**src/rtl/usr_pkg.sv**
```systemverilog
// rtl/usr_pkg.sv - mode encoding shared by the universal shift register and its users
package usr_pkg;

  typedef logic [1:0] mode_t;

  localparam mode_t MODE_HOLD = 2'b00;
  localparam mode_t MODE_SHR  = 2'b01;
  localparam mode_t MODE_SHL  = 2'b10;
  localparam mode_t MODE_LOAD = 2'b11;

endpackage

```
**src/rtl/shift_frame_counter.sv**
```systemverilog
// rtl/shift_frame_counter.sv - counts shifts and pulses done once every WIDTH shifts
module shift_frame_counter #(
  parameter int WIDTH = 4
) (
  input  logic clk,
  input  logic rst,
  input  logic shift,
  input  logic clear,
  output logic done
);

  localparam int CW = (WIDTH > 2) ? $clog2(WIDTH) : 1;
  localparam logic [CW-1:0] LAST = CW'(WIDTH - 1);

  logic [CW-1:0] cnt;

  // clear (load) discards a partial frame exactly like reset does
  always_ff @(posedge clk) begin
    if (rst || clear) begin
      cnt  <= '0;
      done <= 1'b0;
    end else if (shift) begin
      if (cnt == LAST) begin
        cnt  <= '0;
        done <= 1'b1;
      end else begin
        cnt  <= cnt + 1'b1;
        done <= 1'b0;
      end
    end else begin
      done <= 1'b0;
    end
  end

endmodule

```
**src/rtl/universal_shift_reg.sv**
```systemverilog
// rtl/universal_shift_reg.sv - parametrised shift register with load, rotate, enable and frame pulse
module universal_shift_reg
  import usr_pkg::*;
#(
  parameter int WIDTH  = 4,
  parameter int ROTATE = 0
) (
  input  logic             clk,
  input  logic             rst,
  input  logic             en,
  input  logic [1:0]       mode,
  input  logic             si_r,
  input  logic             si_l,
  input  logic [WIDTH-1:0] pin,
  output logic [WIDTH-1:0] pout,
  output logic             so_r,
  output logic             so_l,
  output logic             done
);

  logic [WIDTH-1:0] q;
  mode_t            op;
  logic             fill_r;
  logic             fill_l;
  logic             do_shift;
  logic             do_load;

  always_comb begin
    op = en ? mode_t'(mode) : MODE_HOLD;
  end

  // in rotate mode the serial inputs are ignored and the outgoing bit recirculates
  assign fill_r   = (ROTATE != 0) ? q[0]       : si_r;
  assign fill_l   = (ROTATE != 0) ? q[WIDTH-1] : si_l;
  assign do_shift = (op == MODE_SHR) || (op == MODE_SHL);
  assign do_load  = (op == MODE_LOAD);

  always_ff @(posedge clk) begin
    if (rst) begin
      q <= '0;
    end else begin
      case (op)
        MODE_SHR:  q <= {fill_r, q[WIDTH-1:1]};
        MODE_SHL:  q <= {q[WIDTH-2:0], fill_l};
        MODE_LOAD: q <= pin;
        default:   q <= q;
      endcase
    end
  end

  assign pout = q;
  assign so_r = q[0];
  assign so_l = q[WIDTH-1];

  shift_frame_counter #(.WIDTH(WIDTH)) u_frame (
    .clk   (clk),
    .rst   (rst),
    .shift (do_shift),
    .clear (do_load),
    .done  (done)
  );

endmodule

```
**config.mk**
```make
export PLATFORM = sky130hd
export DESIGN_NAME = universal_shift_reg
export DESIGN_NICKNAME = d
export VERILOG_FILES = /design/src/rtl/usr_pkg.sv /design/src/rtl/shift_frame_counter.sv /design/src/rtl/universal_shift_reg.sv
export SDC_FILE = /design/constraint.sdc
export NUM_CORES = 1
export LEC_CHECK = 0
export ABC_AREA = 1
export CAP_MARGIN = 20
export CORE_AREA = 3 3 40 42
export CTS_CLUSTER_DIAMETER = 200
export DETAILED_ROUTE_END_ITERATION = 7
export DIE_AREA = 0 0 43 45
export GPL_ROUTABILITY_DRIVEN = 0
export RECOVER_POWER = 50
export SETUP_SLACK_MARGIN = 0.3
export SLEW_MARGIN = 20
export SYNTH_ARGS = -nofsm -noshare
export SYNTH_HDL_FRONTEND = slang
export SYNTH_SLANG_ARGS = --single-unit
```
**constraint.sdc**
```tcl
create_clock -name clk -period 2.2 [get_ports clk]
set_input_delay 0.22 -clock clk [delete_from_list [all_inputs] [get_ports clk]]
set_output_delay 0.22 -clock clk [all_outputs]
set_load 0.01 [all_outputs]
```
======== Word level (Yosys, flattened, before mapping) ========
Cells that the tools add are included.
word-level totals
  output and inout port bits .............. 7
  flip-flop bits (word level) ............. 7
  input port bits ......................... 11
  logic and storage cells ................. 17
operators by class
  equal/unequal tests ..................... 4
  bitwise gates (word level) .............. 1
  reductions and logical operators ........ 4
  $add $sub $neg .......................... 1
  multiplexer cells ....................... 4
operator list
  cell                                                             number
  4-bit case mux with 3 select lines                               1
  2-bit == test, second input constant                             3
  2-bit 2-to-1 mux                                                 2
  3-bit nonzero test                                               1
  2-bit by 1-bit adder with 2-bit output, second input constant    1
  2-bit by 1-bit == test with 1-bit output, second input constant  1
  1-bit logical OR                                                 2
  2-bit OR reduction                                               1
  1-bit 2-to-1 mux                                                 1
  1-bit NOT                                                        1

======== Depth between registers and ports, before layout ========
  word-level depth ........................ 5
  gate-level depth with buffers ........... 9
  depth with buffers taken out ............ 9

======== Modules after synthesis ========
From an unflattened synthesis, not the netlist that was laid out.
unflattened totals
  cell total of the unflattened synthesis .. 72
  area, all modules ....................... 442.9 um^2
by module, submodules not included
  module               cells an instance  area an instance (um^2)  instances  sequential area each (um^2)
  universal_shift_reg  55                 312.8                    1          80.1
  shift_frame_counter  17                 130.1                    1          60.1

======== Worst setup path before layout ========
Ideal clock, no wire load.
  path kind ............................... input-to-reg
  from .................................... in mode[1]
  to ...................................... reg q[0], in the netlist pout[0]
  required time ........................... 2.091 ns
  buffers on the path ..................... 0
  library setup time ...................... 0.109 ns
  setup slack ............................. 1.201 ns
  stages .................................. 9
  arrival time ............................ 0.890 ns
  path through ............................ nand2_2 inv_2 ha_1 nand2_1 nand2_1 nand2_1 nand3_1 nand2_1 inv_1
on the way
  longest elaborated chain between the ends .. 3
  elaborated cells on any way between the ends .. 6
  those cells by class .................... eq/ne (3); mux (2); reduce/logical (1)
RTL lines
  what                                                                              line                       RTL
  start, declared                                                                   universal_shift_reg.sv:11  input logic [1:0] mode,
  2-bit 2-to-1 mux *                                                                universal_shift_reg.sv:29  op = en ? mode_t'(mode) : MODE_HOLD;
  2-bit == test / 2-bit by 1-bit == test with 1-bit output (equally long branches)  universal_shift_reg.sv:42  case (op)
  4-bit case mux with 3 select lines / 3-bit nonzero test (equally long branches)   --
  end signal, assigned                                                              universal_shift_reg.sv:43  MODE_SHR: q <= {fill_r, q[WIDTH-1:1]};
  end signal, assigned                                                              universal_shift_reg.sv:44  MODE_SHL: q <= {q[WIDTH-2:0], fill_l};
  end signal, assigned                                                              universal_shift_reg.sv:45  MODE_LOAD: q <= pin;
  end, declared                                                                     universal_shift_reg.sv:21  logic [WIDTH-1:0] q;
Every way passes the cells marked *; elsewhere a longest branch is shown, timed or not.
A chain may end at the register's enable or synchronous reset.

======== Worst setup path after layout ========
  from .................................... in en
  to ...................................... reg q[1], in the netlist pout[1]
on the way
  longest elaborated chain between the ends .. 3
  elaborated cells on any way between the ends .. 6
  those cells by class .................... eq/ne (3); mux (2); reduce/logical (1)
RTL lines
  what                                                                              line                       RTL
  start, declared                                                                   universal_shift_reg.sv:10  input logic en,
  2-bit 2-to-1 mux *                                                                universal_shift_reg.sv:29
  2-bit == test / 2-bit by 1-bit == test with 1-bit output (equally long branches)  universal_shift_reg.sv:42
  4-bit case mux with 3 select lines / 3-bit nonzero test (equally long branches)   --
Marks and branches as above.

==> impl_metrics.env <==
export IMPL_status="complete, no violations"
export IMPL_setup_tns_ns=0
export IMPL_start_util_pct=33.30
export IMPL_grt_max_degree=9
export IMPL_cellPowerDensity_nw_per_um2=559.2
export IMPL_grt_overflow=0
export IMPL_drt_wl_total_um=974
export IMPL_rows=13
export IMPL_arrival_ns=1.72
export IMPL_fmax_ghz=0.6354
export IMPL_layout_commonest_cell="nand2_1"
export IMPL_cts_made_buffers=3
export IMPL_die_h_um=45
export IMPL_clk_latency_ns=0.25
export IMPL_num_vias=453
export IMPL_crit_type="input pin to flop"
export IMPL_peakVddDrop_uv=285.1
export IMPL_syn_area_per_cell_um2=6.202
export IMPL_synth_fa_ha_area_share_pct=11.70
export IMPL_drc_errors=0
export IMPL_clkSinkCount=7
export IMPL_critPathLaunchType="input pin"
export IMPL_core_area_um2=1285
export IMPL_grt_pass1_wl_um=1628
export IMPL_final_cell_mix="nand2_1, clkdlybuf4s50_1, nor2_1"
export IMPL_syn2layout_area_growth_pct=46.20
export IMPL_n_antenna_cell=0
export IMPL_rsz0062_at_grt="false"
export IMPL_hold_path_class="flop to flop"
export IMPL_first_global_vias=419
export IMPL_synth_nets=84
export IMPL_antenna_found_initial=0
export IMPL_cts_tree="yes"
export IMPL_fin_crit_ns=1.574
export IMPL_post_dp_cell_area_um2=601.8
export IMPL_synthSimpleGateAreaFrac_pct=41.81
export IMPL_synth_seq_cells=7
export IMPL_final_antenna_net_count=0
export IMPL_wl_per_cell_um=9.456
export IMPL_synth_xor_area_share_pct=0
export IMPL_clkSlewWorstSetupHoldPaths_ns=0.05
export IMPL_die_x_um=43
export IMPL_p_leak_nw=0.3318
export IMPL_setup_viol_count_final=0
export IMPL_hold_viol=0
export IMPL_cts_hold_buf=0
export IMPL_syn_inst=69
export IMPL_yosys_warnings=0
export IMPL_synth_mux_area_share_pct=0
export IMPL_fin_worst_skew_ns=0.001701
export IMPL_ys_seq_area_share_pct=32.75
export IMPL_reg2reg_slack_ns=1.30
export IMPL_drv_cap=0
export IMPL_io_pins=18
export IMPL_drive_above_1_share_pct=4.545
export IMPL_synth_compound_area_share_pct=2.339
export IMPL_grt_total_usage_pct=11.31
export IMPL_finalInstanceArea_um2=625.6
export IMPL_cts_root_buf="clkbuf_4"
export IMPL_slew_limit_headroom_pct=84.08
export IMPL_hpwl_um=743.5
export IMPL_worstPathMaxFanout=6
export IMPL_syn_cell_area_um2=427.9
export IMPL_port_buffers=17
export IMPL_worstPathRequired_ns=2.35
export IMPL_setup_worst_path_end_class="flop"
export IMPL_clock_path_buffers=2
export IMPL_layout_nets=104
export IMPL_via_per_inst=4.398
export IMPL_first_pass_iters=4
export IMPL_postCtsResizedCells=0
export IMPL_synth_top_family_by_area="simple AND/OR/NAND/NOR gates"
export IMPL_postCtsSetupBuffers=0
export IMPL_dr_first_iter_drc_count=5
export IMPL_tightest_slew_ns=0.2380
export IMPL_period_share_pct=71.53
export IMPL_maxSlewViolCount=0
export IMPL_die_area_um2=1935
export IMPL_htree_levels=1
export IMPL_ys_types=12
==> layer usage <==
metal | GRT usage [%] | share of wire (%)
met4 | 9.036 | 1.3
met2 | 15.57 | 41
met5 | 0 | 0
met1 | 14.66 | 49
met3 | 3.187 | 9.0
==> cells in the mapped netlist <==
library cell  number  area (um^2)
a21oi_1            1        5.000
nand2_1           27        101.4
nand2_2            1        6.260
ha_1               4        50.05
nand3_1            4        20.02
dfxtp_1            7        140.1
inv_1              7        26.28
nor2_1            12        45.04
inv_2              2        7.510
buf_4              2        15.01
nor4_1             1        6.260
o21ai_1            1        5.000
==> layout make-up <==
class                   count  area, um^2
fillers                   136       659.4
repair buffers             17       170.2
multi-input cells          51       236.5
clock buffers               4       26.28
well taps                  15       18.77
inverters                   9       33.78
flip-flops and latches      7       140.1
==> registers in the layout, summed over array words and instances (netlist names) <==
| register | cells |
|---|---|
| u_frame.cnt | 2 |
| u_frame.done | 1 |
| pout | 4 |
==> worst paths after layout <==
check | end | cells past startpoint | startpoint
max reg2reg | u_frame.cnt[1] | 3 | u_frame.cnt[0]
min reg2reg | u_frame.cnt[1] | 2 | u_frame.cnt[1]
max | pout[1] | 10 | en
min | u_frame.cnt[1] | 2 | u_frame.cnt[1]
==> critical path, cell delays in order <==
cell,delay [ns]
dlygate4sd3_1,0.55
nand2_1,0.17
inv_1,0.14
ha_1,0.29
nand2_1,0.09
nand2_1,0.05
nand2_1,0.05
nand3_1,0.06
nand2_1,0.07
inv_1,0.03
==> report_power, final <==
group / switching (mW) / total, mW / leakage [nW] / internal, mW
logic: 0.0394 / 0.0857 / 0.259 / 0.0463
clock network: 0.0490 / 0.118 / 0.0150 / 0.0693
registers: 0.00831 / 0.146 / 0.0577 / 0.137
total: 0.0967 / 0.350 / 0.332 / 0.253
==> through the flow <==
step | hold slack, ns | instances | utilization (%) | setup WS, ns | power (mW)
after floorplan | 0.2970 | 69 | - | 1.201 | 0.1957
after global placement | 0.4813 | 99 | 46.84 | 0.5752 | 0.2375
after detailed placement | 0.4739 | 99 | 46.84 | 0.5623 | 0.2379
after CTS | 0.4814 | 103 | 48.88 | 0.7743 | 0.3583
after global routing | 0.5330 | 103 | 48.69 | 0.4686 | 0.3738
final | 0.4777 | 103 | 48.69 | 0.6263 | 0.3498
==> logic make-up (layout without fill, tap and decap cells) <==
logic type                 count (synthesis)  in the layout
and+or+nand+nor                           45             45
buffers and inverters                     11             30
DFF                                        7              7
adders and majority gates                  4              4
AOI/OAI and AO/OA                          2              2
Note: power is estimated with default switching activity, not from simulation.
